<file path="config.mk">
export PLATFORM = sky130hd
export DESIGN_NAME = command_word_sequencer
export DESIGN_NICKNAME = d
export VERILOG_FILES = /design/src/rtl/command_word_sequencer_pkg.sv /design/src/rtl/command_word_sequencer_bus_write_detector.sv /design/src/rtl/command_word_sequencer.sv
export SDC_FILE = /design/constraint.sdc
export NUM_CORES = 1
export LEC_CHECK = 0
export BUFFER_PORTS_ARGS = -buffer_cell sky130_fd_sc_hd__buf_4
export CORE_MARGIN = 2
export CORE_UTILIZATION = 56
export CTS_CLUSTER_DIAMETER = 30
export DETAILED_ROUTE_END_ITERATION = 10
export MAX_ROUTING_LAYER = met4
export PLACE_DENSITY = 0.89
export SYNTH_ARGS = -nofsm -noshare
export SYNTH_HDL_FRONTEND = slang
export SYNTH_SLANG_ARGS = --single-unit
</file>
<file path="constraint.sdc">
create_clock -name clock -period 2.8 [get_ports clock]
set_clock_uncertainty 0.1 [all_clocks]
set_input_delay 0.28 -clock clock [delete_from_list [all_inputs] [get_ports clock]]
set_output_delay 0.28 -clock clock [all_outputs]
set_load 0.005 [all_outputs]
</file>
<file path="src/rtl/command_word_sequencer_pkg.sv">
// command_word_sequencer_pkg: state encodings, ICW/OCW bit positions and strobe indices
// shared by the 8259A-style command word sequencer and its bus write detector.
package command_word_sequencer_pkg;

    typedef enum logic [1:0] {
        READY     = 2'd0,
        WAIT_ICW2 = 2'd1,
        WAIT_ICW3 = 2'd2,
        WAIT_ICW4 = 2'd3
    } seq_state_e;

    localparam int ICW1_IC4  = 0;
    localparam int ICW1_SNGL = 1;
    localparam int ICW1_ADI  = 2;
    localparam int ICW1_LTIM = 3;
    localparam int ICW1_ID   = 4;

    localparam int ICW4_UPM  = 0;
    localparam int ICW4_AEOI = 1;
    localparam int ICW4_MS   = 2;
    localparam int ICW4_BUF  = 3;
    localparam int ICW4_SFNM = 4;

    localparam int OCW3_SEL  = 3;

    localparam int STB_ICW1    = 0;
    localparam int STB_ICW2    = 1;
    localparam int STB_ICW3    = 2;
    localparam int STB_ICW4    = 3;
    localparam int STB_OCW1    = 4;
    localparam int STB_OCW2    = 5;
    localparam int STB_OCW3    = 6;
    localparam int NUM_STROBES = 7;

    // ICW3 is only expected in cascade mode; ICW4 only when ICW1 asked for it.
    function automatic seq_state_e after_icw2(input logic sngl, input logic ic4);
        return !sngl ? WAIT_ICW3 : ic4 ? WAIT_ICW4 : READY;
    endfunction

endpackage

</file>
<file path="src/rtl/command_word_sequencer_bus_write_detector.sv">
// command_word_sequencer_bus_write_detector: synchronizes CS#/WR#/A0/D and flags a completed
// write on the synchronized WR# rising edge, presenting A0/D from the last WR#-low sample.
module command_word_sequencer_bus_write_detector #(
    parameter int SYNC_STAGES = 2
) (
    input  logic       clock,
    input  logic       reset_n,
    input  logic       chip_select_n,
    input  logic       write_enable_n,
    input  logic       address,
    input  logic [7:0] data_bus_in,
    output logic       write_pulse,
    output logic       wr_address,
    output logic [7:0] wr_data
);

    localparam int W      = 11;
    localparam int CS_BIT = 10;
    localparam int WR_BIT = 9;
    localparam int A0_BIT = 8;
    // Strobes idle high so leaving reset can never look like a WR# release.
    localparam logic [W-1:0] IDLE = 11'b110_0000_0000;

    logic [W-1:0] sync_q [SYNC_STAGES];
    logic [W-1:0] prev_q;
    logic [W-1:0] cur;

    assign cur = sync_q[SYNC_STAGES-1];

    always_ff @(posedge clock or negedge reset_n) begin
        if (!reset_n) begin
            for (int i = 0; i < SYNC_STAGES; i++) sync_q[i] <= IDLE;
            prev_q <= IDLE;
        end else begin
            sync_q[0] <= {chip_select_n, write_enable_n, address, data_bus_in};
            for (int i = 1; i < SYNC_STAGES; i++) sync_q[i] <= sync_q[i-1];
            prev_q <= cur;
        end
    end

    assign write_pulse = !prev_q[CS_BIT] && !prev_q[WR_BIT] && cur[WR_BIT];
    assign wr_address  = prev_q[A0_BIT];
    assign wr_data     = prev_q[7:0];

endmodule

</file>
<file path="src/rtl/command_word_sequencer.sv">
// command_word_sequencer: tracks the ICW1..ICW4 init sequence, emits one-cycle ICW/OCW strobes
// and holds ICW configuration. Optional sticky seq_error under `define CMD_SEQ_ERROR_EN.
module command_word_sequencer
    import command_word_sequencer_pkg::*;
#(
    parameter int         SYNC_STAGES       = 2,
    parameter logic [4:0] RESET_VECTOR_BASE = 5'h00
) (
    input  logic       clock,
    input  logic       reset_n,
`ifdef CMD_SEQ_ERROR_EN
    input  logic       seq_error_clear,
    output logic       seq_error,
`endif
    input  logic       chip_select_n,
    input  logic       write_enable_n,
    input  logic       address,
    input  logic [7:0] data_bus_in,
    output logic [7:0] internal_data_bus,
    output logic       write_icw1,
    output logic       write_icw2,
    output logic       write_icw3,
    output logic       write_icw4,
    output logic       write_ocw1,
    output logic       write_ocw2,
    output logic       write_ocw3,
    output logic       init_in_progress,
    output logic       config_ltim,
    output logic       config_adi,
    output logic       config_sngl,
    output logic       config_ic4,
    output logic [4:0] vector_base,
    output logic [7:0] cascade_config,
    output logic       config_upm,
    output logic       config_aeoi,
    output logic       config_ms,
    output logic       config_buf,
    output logic       config_sfnm
);

    seq_state_e             state, next_state;
    logic                   write_pulse;
    logic                   wr_address;
    logic [7:0]             wr_data;
    logic [NUM_STROBES-1:0] strobe_d, strobe_q;

    command_word_sequencer_bus_write_detector #(
        .SYNC_STAGES(SYNC_STAGES)
    ) bus_write_detector (
        .clock         (clock),
        .reset_n       (reset_n),
        .chip_select_n (chip_select_n),
        .write_enable_n(write_enable_n),
        .address       (address),
        .data_bus_in   (data_bus_in),
        .write_pulse   (write_pulse),
        .wr_address    (wr_address),
        .wr_data       (wr_data)
    );

    always_ff @(posedge clock or negedge reset_n) begin
        if (!reset_n) state <= READY;
        else          state <= next_state;
    end

    always_comb begin
        next_state = state;
        if (strobe_d[STB_ICW1])      next_state = WAIT_ICW2;
        else if (strobe_d[STB_ICW2]) next_state = after_icw2(config_sngl, config_ic4);
        else if (strobe_d[STB_ICW3]) next_state = config_ic4 ? WAIT_ICW4 : READY;
        else if (strobe_d[STB_ICW4]) next_state = READY;
    end

    // ICW1 is recognised in every state so a stray init restarts the sequence.
    always_comb begin
        strobe_d = '0;
        if (write_pulse) begin
            if (!wr_address && wr_data[ICW1_ID])
                strobe_d[STB_ICW1] = 1'b1;
            else if (state == READY)
                strobe_d[wr_address ? STB_OCW1 : wr_data[OCW3_SEL] ? STB_OCW3 : STB_OCW2] = 1'b1;
            else if (wr_address)
                strobe_d[state == WAIT_ICW2 ? STB_ICW2 : state == WAIT_ICW3 ? STB_ICW3 : STB_ICW4] = 1'b1;
        end
    end

    always_ff @(posedge clock or negedge reset_n) begin
        if (!reset_n) begin
            strobe_q          <= '0;
            internal_data_bus <= 8'h00;
            config_ltim       <= 1'b0;
            config_adi        <= 1'b0;
            config_sngl       <= 1'b0;
            config_ic4        <= 1'b0;
            vector_base       <= RESET_VECTOR_BASE;
            cascade_config    <= 8'h00;
            {config_sfnm, config_buf, config_ms, config_aeoi, config_upm} <= 5'b0;
        end else begin
            strobe_q <= strobe_d;
            if (write_pulse) internal_data_bus <= wr_data;
            if (strobe_d[STB_ICW1]) begin
                config_ltim <= wr_data[ICW1_LTIM];
                config_adi  <= wr_data[ICW1_ADI];
                config_sngl <= wr_data[ICW1_SNGL];
                config_ic4  <= wr_data[ICW1_IC4];
                {config_sfnm, config_buf, config_ms, config_aeoi, config_upm} <= 5'b0;
            end
            if (strobe_d[STB_ICW2]) vector_base <= wr_data[7:3];
            if (strobe_d[STB_ICW3]) cascade_config <= wr_data;
            if (strobe_d[STB_ICW4]) begin
                config_upm  <= wr_data[ICW4_UPM];
                config_aeoi <= wr_data[ICW4_AEOI];
                config_ms   <= wr_data[ICW4_MS];
                config_buf  <= wr_data[ICW4_BUF];
                config_sfnm <= wr_data[ICW4_SFNM];
            end
        end
    end

`ifdef CMD_SEQ_ERROR_EN
    logic ignored;

    // An OCW-form write while an ICW is still expected is dropped but remembered.
    assign ignored = write_pulse && state != READY && !wr_address && !wr_data[ICW1_ID];

    always_ff @(posedge clock or negedge reset_n) begin
        if (!reset_n)                                    seq_error <= 1'b0;
        else if (ignored)                                seq_error <= 1'b1;
        else if (seq_error_clear || strobe_d[STB_ICW1])  seq_error <= 1'b0;
    end
`endif

    assign init_in_progress = state != READY;
    assign write_icw1 = strobe_q[STB_ICW1];
    assign write_icw2 = strobe_q[STB_ICW2];
    assign write_icw3 = strobe_q[STB_ICW3];
    assign write_icw4 = strobe_q[STB_ICW4];
    assign write_ocw1 = strobe_q[STB_OCW1];
    assign write_ocw2 = strobe_q[STB_OCW2];
    assign write_ocw3 = strobe_q[STB_OCW3];

endmodule

</file>
; Yosys cells after proc, flatten, opt, wreduce, memory -nomap -nowiden
; Cells that the tools add are included.
[totals]
reg_bits = 72
latch_bits = 0
ram_bits = 0
mem_bits_ro = 0
inputBits = 13
out_inout_bits = 38
elab_cells = 60
mem_count = 0
[op_classes]
n_addsub = 0
multipliers = 0
div = 0
order_cmp = 4
eq_ne = 2
shift = 0
muxes = 25
bitwise_logic = 0
n_reduce_logical = 12
[ops]
columns = cell, count
row1 = $mux W7, 3
row2 = $mux W2, 9
row3 = $mux W1, 10
row4 = $demux W1 S3, 2
row5 = $mux W6, 1
row6 = $logic_and A1 B1 Y1, 5
row7 = $lt A2 B4 Y1 const B, 1
row8 = $lt A3 B4 Y1 const B, 1
row9 = $reduce_bool A2 Y1, 2
row10 = $reduce_bool A4 Y1, 1
row11 = $ge A3 B1 Y1 const B, 1
row12 = $logic_not A1 Y1, 3
row13 = $eq A2 B1 Y1 const B, 1
row14 = $eq A2 B2 Y1 const B, 1
row15 = $ge A2 B1 Y1 const B, 1
row16 = $logic_not A2 Y1, 1

; Longest topological paths before layout
; Gate-level depths: netlist of the first run.
[logic_depth]
word_depth = 15
mapped_depth = 6

; Cells and area by module
; Synthesis of the first run repeated with hierarchy kept, for this count alone.
[unflattened]
hier_cells = 162
hier_area_um2 = 2552.4
[modules_own_cells]
columns = module, n_inst, cells_each, area_per_inst_um2, seq_area_each_um2
row1 = command_word_sequencer, 1, 120, 1646.6, 975.9
row2 = command_word_sequencer_bus_write_detector, 1, 42, 905.9, 833.3

; Worst setup path before layout of the first run
; No wires, ideal clock.
[synth_timing]
path_kind = register -> register
start = register bus_write_detector.sync_q, in the netlist bus_write_detector.cur[9]
end = register config_ic4
setup_time_ns = 0.127
arrival_ns = 1.667
required_ns = 2.573
slack_ns = 0.905
stages_incl_launch_ff = 6
synth_period_minus_slack_ns = 1.895
path_cell_list = dfstp_2 > or3b_1 > buf_2 > or2_4 > inv_2 > mux2_1
[synth_via]
elab_chain_cells = 2
[synth_lines]
columns = element, line
row1 = from (decl), command_word_sequencer_bus_write_detector.sv:24  ; logic [W-1:0] sync_q [SYNC_STAGES];
row2 = $logic_and A1 B1 Y1, command_word_sequencer_bus_write_detector.sv:41  ; assign write_pulse = !prev_q[CS_BIT] && !prev_q[WR_BIT] && cur[WR_BIT];
row3 = $mux W7, command_word_sequencer.sv:77  ; if (write_pulse) begin
row4 = named net strobe_d[0], command_word_sequencer.sv:45  ; logic [NUM_STROBES-1:0] strobe_d, strobe_q;
row5 = to (signal assigned), command_word_sequencer.sv:105  ; config_ic4 <= wr_data[ICW1_IC4];
row6 = to (decl), command_word_sequencer.sv:31  ; output logic config_ic4,
; The timed path passes the listed nets, and every way through them passes these cells.
; A chain may end at the register's enable or synchronous reset.

; Worst setup path after layout of the first run
[layout_timing]
start = register bus_write_detector.sync_q, in the netlist bus_write_detector.cur[9]
end = register config_sngl
[layout_via]
elab_chain_cells = 2
[layout_lines]
columns = element, line
row1 = $logic_and A1 B1 Y1, command_word_sequencer_bus_write_detector.sv:41
row2 = $mux W7, command_word_sequencer.sv:77
row3 = named net strobe_d[0], command_word_sequencer.sv:45
row4 = to (signal assigned), command_word_sequencer.sv:104  ; config_sngl <= wr_data[ICW1_SNGL];
row5 = to (decl), command_word_sequencer.sv:30  ; output logic config_sngl,
; The timed path passes the listed nets, and every way through them passes these cells.

==> metrics, run 1 <==
status finished clean; GR Util met2 0.3002; HP Start bus_write_detector.cur[6]; total gr overflow 0; Final Power 0.002573 W; CTS Buf Count 9; Final HPWL DP around 2800 µm; count of pins over their slew limit 0; met3 Use GR 0.04971; CTS clk-pin slew, worst paths approximately 0.070 ns; vias in the first global route between 1k and 1.5k; WHS roughly 0.25 ns; R2R cell count 4; synthesized instance count ~140; CP Data Arrival Time 2.16 ns; Clock Latency Late Sink 0.34 ns; Worst Hold Endpoint bus_write_detector.prev_q[6]; max cap viols 0; placer congestion estimate around 0.8; area of the mapped netlist around 2400 µm²; htree depth 3; top cells by area, synth dfrtp_1, mux2_2, dfstp_2; worst reg2reg endpoint config_sngl; Final Hold Fails 0; worst hold path class flop to flop; Finished Cell Area about 3100 µm²; Sequential Area approximately 1800 µm²; Vias per Instance around 5.1; worst relative slew slack 0.4358; reg2reg start bus_write_detector.cur[9]; final setup TNS 0 ns; CTS tree done; post-cts sizing count 0; WL per Instance approximately 16 µm; Root Driver clkbuf_8; Worst Setup Start Kind flop; DRT Pass-1 Iters 4; crit path from bus_write_detector.cur[9]; GR Util met1 0.2420; Die Span Y ~69 µm; Starting Density 0.5891; Cell variety after synth 29; die extent in x 69.11 µm; power per cell area roughly 830 nW/µm²; R2R setup slack between 0.7 and 0.8 ns; pin count of the biggest net entering global routing 73; Final min period between 2 and 2.5 ns; Ys Warns 0; GRT Overall Usage 0.1953; core area 4029 µm²; global route hottest layer met2; DR iter-0 viols between 80 and 90; Final Non-Filler Cells approximately 260; Port Buffer Count 50; Antenna Cells 0; global-route wire length before repair between 6000 and 7000 µm; clock tree buffer depth 2; Placed Area around 2800 µm²; Worst-Margin Slew between 0.8 and 0.9 ns; Max VDD drop around 0.57 mV; via count roughly 1.3k; multi-input combinational cell area around 530 µm²; Final Cycle Share 0.7311; share of the synthesized area in the top cell type 0.6958; Rows 23; DR DRC count 0; register area share after synthesis 0.7623; layout cells sized above 1 0.4528; critical path data required time between 2 and 3 ns; initial antenna violation count 0; Net Count, Synth around 150; Fillers 244; Post-CTS Setup Bufs 0; nets approximately 220; max frequency about 0.49 GHz; crit path max fanout 10; count of state elements after synthesis just over 70; Placed Instances between 200 and 250; WHS Path Cells 0; die area between 4000 and 5000 µm²; final WL about 4000 µm; P&R area growth vs syn 30.68%; Lkg Pwr 1.552 nW; count of final setup violators 0; RSZ-0062 raised after global routing false; kind of critical path flop to flop; Detail Route Antenna Nets 0; clock sink count roughly 70; Syn Area/Cell around 17 µm²; biggest area consumer among synthesized cells dfrtp_1; Setup crit end kind flop; io pins around 50
==> power breakdown <==
part / leakage (nW) / internal [W] / switching [W]
logic: 0.571 / 0.000318 / 0.000202
registers: 0.887 / 0.00120 / 0.0000970
clock network: 0.0941 / 0.000408 / 0.000346
total: 1.55 / 0.00193 / 0.000645
==> synth_stat cells <==
cell	n
mux2_4	2
a221o_1	1
mux2i_1	1
mux2_2	21
nand2_1	1
inv_1	6
a32o_1	1
nand2b_1	1
nor2b_1	1
buf_2	2
or3b_1	1
ha_1	3
nor3b_2	1
and2_1	1
dfrtp_1	66
nand3_1	1
inv_2	1
a21o_1	1
nor4b_1	1
dfstp_2	6
a21oi_1	2
or3b_2	1
and3_1	2
nor4_1	1
o311ai_0	1
nor2_1	2
or2_4	1
a22o_1	5
mux2_1	2
==> layout by cell type, fill, tap and decap left out, drive strengths merged <==
cell and count:
nor4b 1, clkinv 3, inv 7, buf 50, mux2i 1, a221o 1
ha 3, nor3b 1, dlygate4sd3 12, and3 2, a21oi 2, or3b 2
nand3 1, or2 1, nor2b 1, nor4 1, a21o 1, dfstp 6
nor2 2, nand2b 1, mux2 25, a22o 5, and2 1, bufinv 1
nand2 1, a32o 1, clkbuf 12, dfrtp 66, o311ai 1
==> timing repair <==
action / CTS / global route
endpoints found under the setup margin: 0 / 0
endpoints found under the hold margin: 77 / 0
hold buffers: 12 / 0
==> worst max path at each step <==
stage | to | slack, ns | cells past startpoint
6_report | config_sngl | 0.75 | 4
3_5_place_dp | config_sngl | 0.76 | 4
4_1_cts | config_sngl | 0.75 | 4
3_3_place_gp | config_sngl | 0.83 | 4
5_1_grt | cascade_config[5] | 0.66 | 3
2_1_floorplan | config_ic4 | 0.91 | 5
==> per-stage QoR <==
stage               worst slack [ns]    util
detailed placement            0.7622  0.6953
global route                  0.6612  0.7699
global placement              0.8339  0.6953
finish                        0.7530  0.7699
CTS                           0.7463  0.7699
floorplan                     0.9052       -
==> sequential cells by signal, indices dropped and copies added, names as in the netlist, 2 cells and up <==
name	cells
bus_write_detector.cur	11
bus_write_detector.prev_q	11
bus_write_detector.sync_q	11
cascade_config	8
internal_data_bus	8
state	2
strobe_q	7
vector_base	5
==> critical path: stages, from the launching register on <==
cell     delay (ns)
dfstp_2        0.54
or3b_1         0.53
or2_4          0.35
inv_2          0.09
mux2_1         0.32
==> per-layer routing <==
metal / part of all wire / wire, µm / vias up
met2: 0.53 / 2165 / 29
li1: - / - / 611
met5: 0 / 0 / -
met3: 0.033 / 133 / 8
met1: 0.42 / 1712 / 676
met4: 0.020 / 81 / 0
==> layout make-up <==
type | count | share of cell area
clock buffer | 12 | 0.04357
timing repair buffer | 62 | 0.1597
multi-input combinational | 55 | 0.1702
sequential | 72 | 0.5833
clock inverter | 4 | 0.01452
tap | 50 | 0.02017
inverter | 7 | 0.008471
==> cell families after synthesis <==
group | Yosys count | share of synthesized area
DFF | 72 | 0.7623
muxes | 26 | 0.1260
and+or+nand+nor | 15 | 0.04270
AOI/OAI and AO/OA | 11 | 0.03796
buffers and inverters | 9 | 0.01529
adders and majority gates | 3 | 0.01582
No activity file was read; power rests on OpenSTA's default activity.
==> run 2, diff against run 1 <==
--- a/config.mk
+++ b/config.mk
@@ -7,11 +7,11 @@
 export LEC_CHECK = 0
 export BUFFER_PORTS_ARGS = -buffer_cell sky130_fd_sc_hd__buf_4
 export CORE_MARGIN = 2
-export CORE_UTILIZATION = 56
+export CORE_UTILIZATION = 52
 export CTS_CLUSTER_DIAMETER = 30
 export DETAILED_ROUTE_END_ITERATION = 10
 export MAX_ROUTING_LAYER = met4
-export PLACE_DENSITY = 0.89
+export PLACE_DENSITY = 0.84
 export SYNTH_ARGS = -nofsm -noshare
 export SYNTH_HDL_FRONTEND = slang
 export SYNTH_SLANG_ARGS = --single-unit
==> constraint.sdc (replaced) <==
create_clock -name clock -period 2.1 [get_ports clock]
set_clock_uncertainty 0.1 [all_clocks]
set_input_delay 0.21 -clock clock [delete_from_list [all_inputs] [get_ports clock]]
set_output_delay 0.21 -clock clock [all_outputs]
set_load 0.005 [all_outputs]
==> metrics, run 2 (synthesis gave the netlist of run 1 again) <==
status finished clean; DR iter-0 viols 65 (-24%); Rows 24 (+4.3%); placer congestion estimate 0.7978 (+1.4%); layout cells sized above 1 0.4720 (+0.01913); count of pins over their slew limit 0 (unchanged); power per cell area 1118 nW/µm² (+35%); Port Buffer Count 50 (unchanged); Clock Latency Late Sink 0.33 ns (about the same); total gr overflow 0 (unchanged); sequential share of power 0.495 (-0.010); Max VDD drop 0.7803 mV (+37%); Final HPWL DP 2943 µm (+4.8%); count of final setup violators 0 (unchanged); final WL 4384 µm (+7.1%); WHS 0.2454 ns (-0.004592 ns); Placed Instances 238 (+1.7%); worst hold path class flop to flop; Psw 0.0008790 W (+36%); global-route wire length before repair 7176 µm (+3.2%); clock tree buffer depth 2 (unchanged); max frequency 0.4972 GHz (+1.8%); Setup crit end kind flop; DRT Pass-1 Iters 4 (unchanged); worst reg2reg endpoint config_aeoi; CTS Buf Count 9 (unchanged); pin count of the biggest net entering global routing 73 (unchanged); Final Core Density 0.7175 (-0.05241); Worst-Margin Slew 0.8533 ns (+0.006978 ns); GRT Overall Usage 0.1979 (+0.002516); htree depth 3 (unchanged); crit path max fanout 6 (-4); clock power share 0.309 (+0.016); die area 5121 µm² (+7.2%); Final Cycle Share 0.9577 (+0.2266); Final min period 2.011 ns (-0.03588 ns); DR DRC count 0 (unchanged); Internal 0.002637 W (+37%); Fillers 279 (+14%); Die Span Y 71.56 µm (+3.6%); P&R area growth vs syn 32.53%; most frequent cells in the layout dfrtp_1, buf_4, mux2_2; R2R cell count 5 (+1); via count 1,357 (+2.5%); post-cts sizing count 0 (unchanged); Final Hold Fails 0 (unchanged); WL per Instance 16.48 µm (+5.5%); crit path from state[0]; Worst Setup EP config_aeoi; vias in the first global route 1,463 (+0.48%); worst relative slew slack 0.4311 (-0.004651); RSZ-0062 raised after global routing false; Antenna Cells 0 (unchanged); clock sink count 72 (unchanged); kind of critical path flop to flop; CTS tree done; initial antenna violation count 0 (unchanged); final setup TNS 0 ns (unchanged); Detail Route Antenna Nets 0 (unchanged); commonest non-fill, non-tap cell in the layout dfrtp_1; nets 225 (+0.90%); core area 4384 µm² (+8.8%); max cap viols 0 (unchanged); reg2reg start state[0]; Lkg Pwr 1.569 nW (+1.1%); die extent in x 71.56 µm (+3.6%); Starting Density 0.5414 (-0.04775); Vias per Instance 5.102 (+0.95%); Root Driver clkbuf_8; Post-CTS Setup Bufs 0 (unchanged); R2R setup slack 0.09 ns (-0.66 ns); Worst Setup Start Kind flop; CTS clk-pin slew, worst paths 0.07 ns (about the same); Final Non-Filler Cells 266 (+1.5%); sw frac 0.2500 (-0.0005209); io pins 51 (unchanged); CP Data Arrival Time 2.18 ns (+0.02 ns); critical path data required time 2.27 ns (-0.65 ns); Combinational Power Share 0.196 (-0.006)
run 2: final cells by class:
class	count	area, µm²	area share
sequential	72	1809	0.5752
multi-input combinational	55	528.0	0.1679
timing repair buffer	64	510.5	0.1623
clock buffer	11	151.4	0.04813
tap	52	65.06	0.02068
clock inverter	5	55.05	0.01750
inverter	7	26.28	0.008353
run 2: metal layers:
layer / routed length [µm] / track usage
met3: 141 / 0.06470
met1: 1782 / 0.2289
met4: 68 / 0.09224
met5: 0 / -
met2: 2391 / 0.3148
run 2: how the worst min path moves through the flow:
| stage | from | end | slack (ns) | cells after the start |
|---|---|---|---|---|
| 2_1_floorplan | reset_n | bus_write_detector.cur[0] | -0.19 | 0 |
| 3_3_place_gp | chip_select_n | bus_write_detector.sync_q[21] | 0.22 | 1 |
| 3_5_place_dp | chip_select_n | bus_write_detector.sync_q[21] | 0.22 | 1 |
| 4_1_cts | bus_write_detector.cur[0] | bus_write_detector.prev_q[0] | 0.25 | 0 |
| 5_1_grt | bus_write_detector.cur[0] | bus_write_detector.prev_q[0] | 0.25 | 0 |
| 6_report | bus_write_detector.cur[0] | bus_write_detector.prev_q[0] | 0.25 | 0 |
run 2: per-stage QoR:
step | setup slack (ns) | power, W | cell area [µm²]
after floorplan | 0.2052 | 0.002030 | 2374
after global placement | 0.2247 | 0.002393 | 2819
after detailed placement | 0.1457 | 0.002440 | 2819
after CTS | 0.1228 | 0.003566 | 3146
after global routing | 0.004618 | 0.003698 | 3146
final | 0.08888 | 0.003516 | 3146
run 2: repair_timing:
| action | 4_1_cts | 5_1_grt |
|---|---|---|
| setup endpoints to repair | 0 | 0 |
| endpoints found under the hold margin | 77 | 0 |
| hold buffers | 12 | 0 |
run 2: power groups by stage:
stage | Sequential [W] | Combinational, W | Clock, W
2_1_floorplan | 0.00174 | 0.000285 | 0
3_3_place_gp | 0.00175 | 0.000645 | 0
3_5_place_dp | 0.00176 | 0.000677 | 0
4_1_cts | 0.00174 | 0.000701 | 0.00112
5_1_grt | 0.00176 | 0.000749 | 0.00119
6_report | 0.00174 | 0.000690 | 0.00109
run 2: worst max-delay path, cell delays in order (launching register included):
cell and delay, ns:
dfrtp_1 0.38, inv_1 0.07, ha_1 0.30, or3b_2 0.46, nor2_1 0.40, a22o_1 0.24
==> run 3, diff against run 2 <==
--- a/config.mk
+++ b/config.mk
@@ -12,6 +12,7 @@
 export DETAILED_ROUTE_END_ITERATION = 10
 export MAX_ROUTING_LAYER = met4
 export PLACE_DENSITY = 0.84
+export SKIP_CTS_REPAIR_TIMING = 1
 export SYNTH_ARGS = -nofsm -noshare
 export SYNTH_HDL_FRONTEND = slang
 export SYNTH_SLANG_ARGS = --single-unit
==> constraint.sdc (replaced) <==
create_clock -name clock -period 2.1 [get_ports clock]
set_clock_uncertainty 0.1 [all_clocks]
set_input_delay 0.42 -clock clock [delete_from_list [all_inputs] [get_ports clock]]
set_output_delay 0.42 -clock clock [all_outputs]
set_load 0.005 [all_outputs]
==> metrics, run 3 (synthesis gave the netlist of run 1 again) <==
status finished clean; Finished Cell Area 3065 µm² (-2.5%); CTS Buf Count 9 (unchanged); final WL 4332 µm (-1.2%); clock sink count 72 (unchanged); most frequent cells in the layout dfrtp_1, buf_4, mux2_2; die extent in x 71.56 µm (unchanged); DR iter-0 viols 46 (-29%); met3 wire len 183 µm (+30%); htree depth 3 (unchanged); pre-CTS WS 0.1344 ns (-0.01125 ns); core area 4384 µm² (unchanged); max frequency 0.5106 GHz (+2.7%); worst-path cell chain nor3b_2 > nand3_1 > mux2_2; clock tree buffer depth 2 (unchanged); Final Cycle Share 0.9325 (-0.02514); Clock Latency Late Sink 0.34 ns (about the same); commonest non-fill, non-tap cell in the layout dfrtp_1; power per cell area 1178 nW/µm² (+5.4%); Worst-Margin Slew 0.4677 ns (-0.3856 ns); Fillers 291 (+4.3%); count of pins over their slew limit 0 (unchanged); count of final setup violators 0 (unchanged); Lkg Pwr 1.531 nW (-2.4%); Setup crit end kind flop; io pins 51 (unchanged); Max VDD drop 0.8709 mV (+12%); GRT Overall Usage 0.1946 (-0.003270); Crit path max-delay family simple AND/OR/NAND/NOR gates; final setup TNS 0 ns (unchanged); delay of the slowest critical-path stage 0.55 ns (+0.09 ns); worst relative slew slack 0.6842 (+0.2531); Worst Setup Start Kind flop; max cap viols 0 (unchanged); Final Non-Filler Cells 255 (-4.1%); critical path buffer and inverter count 0 (-1); nets 214 (-4.9%); Vias per Instance 5.145 (+0.85%); Starting Density 0.5414 (unchanged); WHS 0.08985 ns (-0.1555 ns); Final min period 1.958 ns (-0.05279 ns); RSZ-0062 raised after global routing false; reg2reg start bus_write_detector.cur[9]; worst hold path class input pin to flop; Port Buffer Count 50 (unchanged); R2R setup slack 0.14 ns (+0.05 ns); Placed Instances 238 (unchanged); Final HPWL DP 2982 µm (+1.3%); Crit-path slowest cell dfstp_2; pin count of the biggest net entering global routing 40 (-45%); via count 1,312 (-3.3%); kind of critical path flop to flop; initial antenna violation count 0 (unchanged); critical path data required time 2.22 ns (-0.05 ns); CTS tree done; top routing layer used met4; setup ws final 0.1417 ns (+0.05279 ns); vias in the first global route 1,396 (-4.6%); Final Hold Fails 0 (unchanged); Detail Route Antenna Nets 0 (unchanged); Die Span Y 71.56 µm (unchanged); worst reg2reg endpoint cascade_config[2]; placer congestion estimate 0.8107 (+1.6%); crit path max fanout 9 (+3); CP Data Arrival Time 2.07 ns (-0.11 ns); WL met1 1685 µm (-5.4%); R2R cell count 3 (-2); DRT Pass-1 Iters 4 (unchanged); routed length on met2 2354 µm (-1.5%); P&R area growth vs syn 29.15%; Antenna Cells 0 (unchanged); WL per Instance 16.99 µm (+3.1%); Placed Area 2831 µm² (+0.44%); total gr overflow 0 (unchanged); Root Driver clkbuf_8; layout cells sized above 1 0.4975 (+0.02557); CTS clk-pin slew, worst paths 0.07 ns (about the same); Crit path depth 3 (-2); Worst Setup EP cascade_config[2]; Rows 24 (unchanged); die area 5121 µm² (unchanged); crit path from bus_write_detector.cur[9]; DR DRC count 0 (unchanged); global-route wire length before repair 7051 µm (-1.7%)
[run 3: cell count changes in the layout (fill, tap and decap cells not counted), sizes merged]
cell | previous run | this run
dlygate4sd3 | 12 | 1
bufinv | 1 | 2
clkinv | 2 | 1
[run 3: how the worst min path moves through the flow]
stage / slack, ns / from / depth (start not counted) / to
after floorplan: 0.02 / reset_n / 0 / bus_write_detector.cur[0]
after detailed placement: 0.24 / bus_write_detector.cur[6] / 0 / bus_write_detector.prev_q[6]
after CTS: -0.07 / reset_n / 1 / internal_data_bus[0]
final: 0.09 / data_bus_in[7] / 1 / bus_write_detector.sync_q[18]
after global placement: 0.23 / bus_write_detector.cur[4] / 0 / bus_write_detector.prev_q[4]
after global routing: 0.07 / data_bus_in[5] / 1 / bus_write_detector.sync_q[16]
[run 3: layer usage]
layer | global-route usage | vias to the layer above
li1 | - | 591
met1 | 0.2293 | 683
met2 | 0.3035 | 28
met3 | 0.04782 | 10
met4 | 0.1174 | 0
met5 | - | -
[run 3: report_power, final]
group          leakage (nW)  total [W]  switching (W)  internal [W]
logic                 0.538   0.000683       0.000268      0.000415
registers             0.887    0.00175       0.000143       0.00160
clock network         0.106    0.00118       0.000483      0.000699
total                  1.53    0.00361       0.000894       0.00272
[run 3: area by class of cell]
type                    instances  area, µm²  share of cell area
clock buffers                  11      141.4             0.04612
clock inverters                 5      80.08             0.02612
inverters                       7      26.28            0.008571
multi-input cells              55      530.5              0.1731
flip-flops and latches         72       1809              0.5902
well taps                      52      65.06             0.02122
repair buffers                 53      412.9              0.1347
[run 3: through the flow]
step	utilization	power [W]
final	0.6992	0.003612
after detailed placement	0.6458	0.002447
after floorplan	-	0.002030
after global placement	0.6458	0.002398
after global routing	0.6992	0.003769
after CTS	0.6963	0.003631
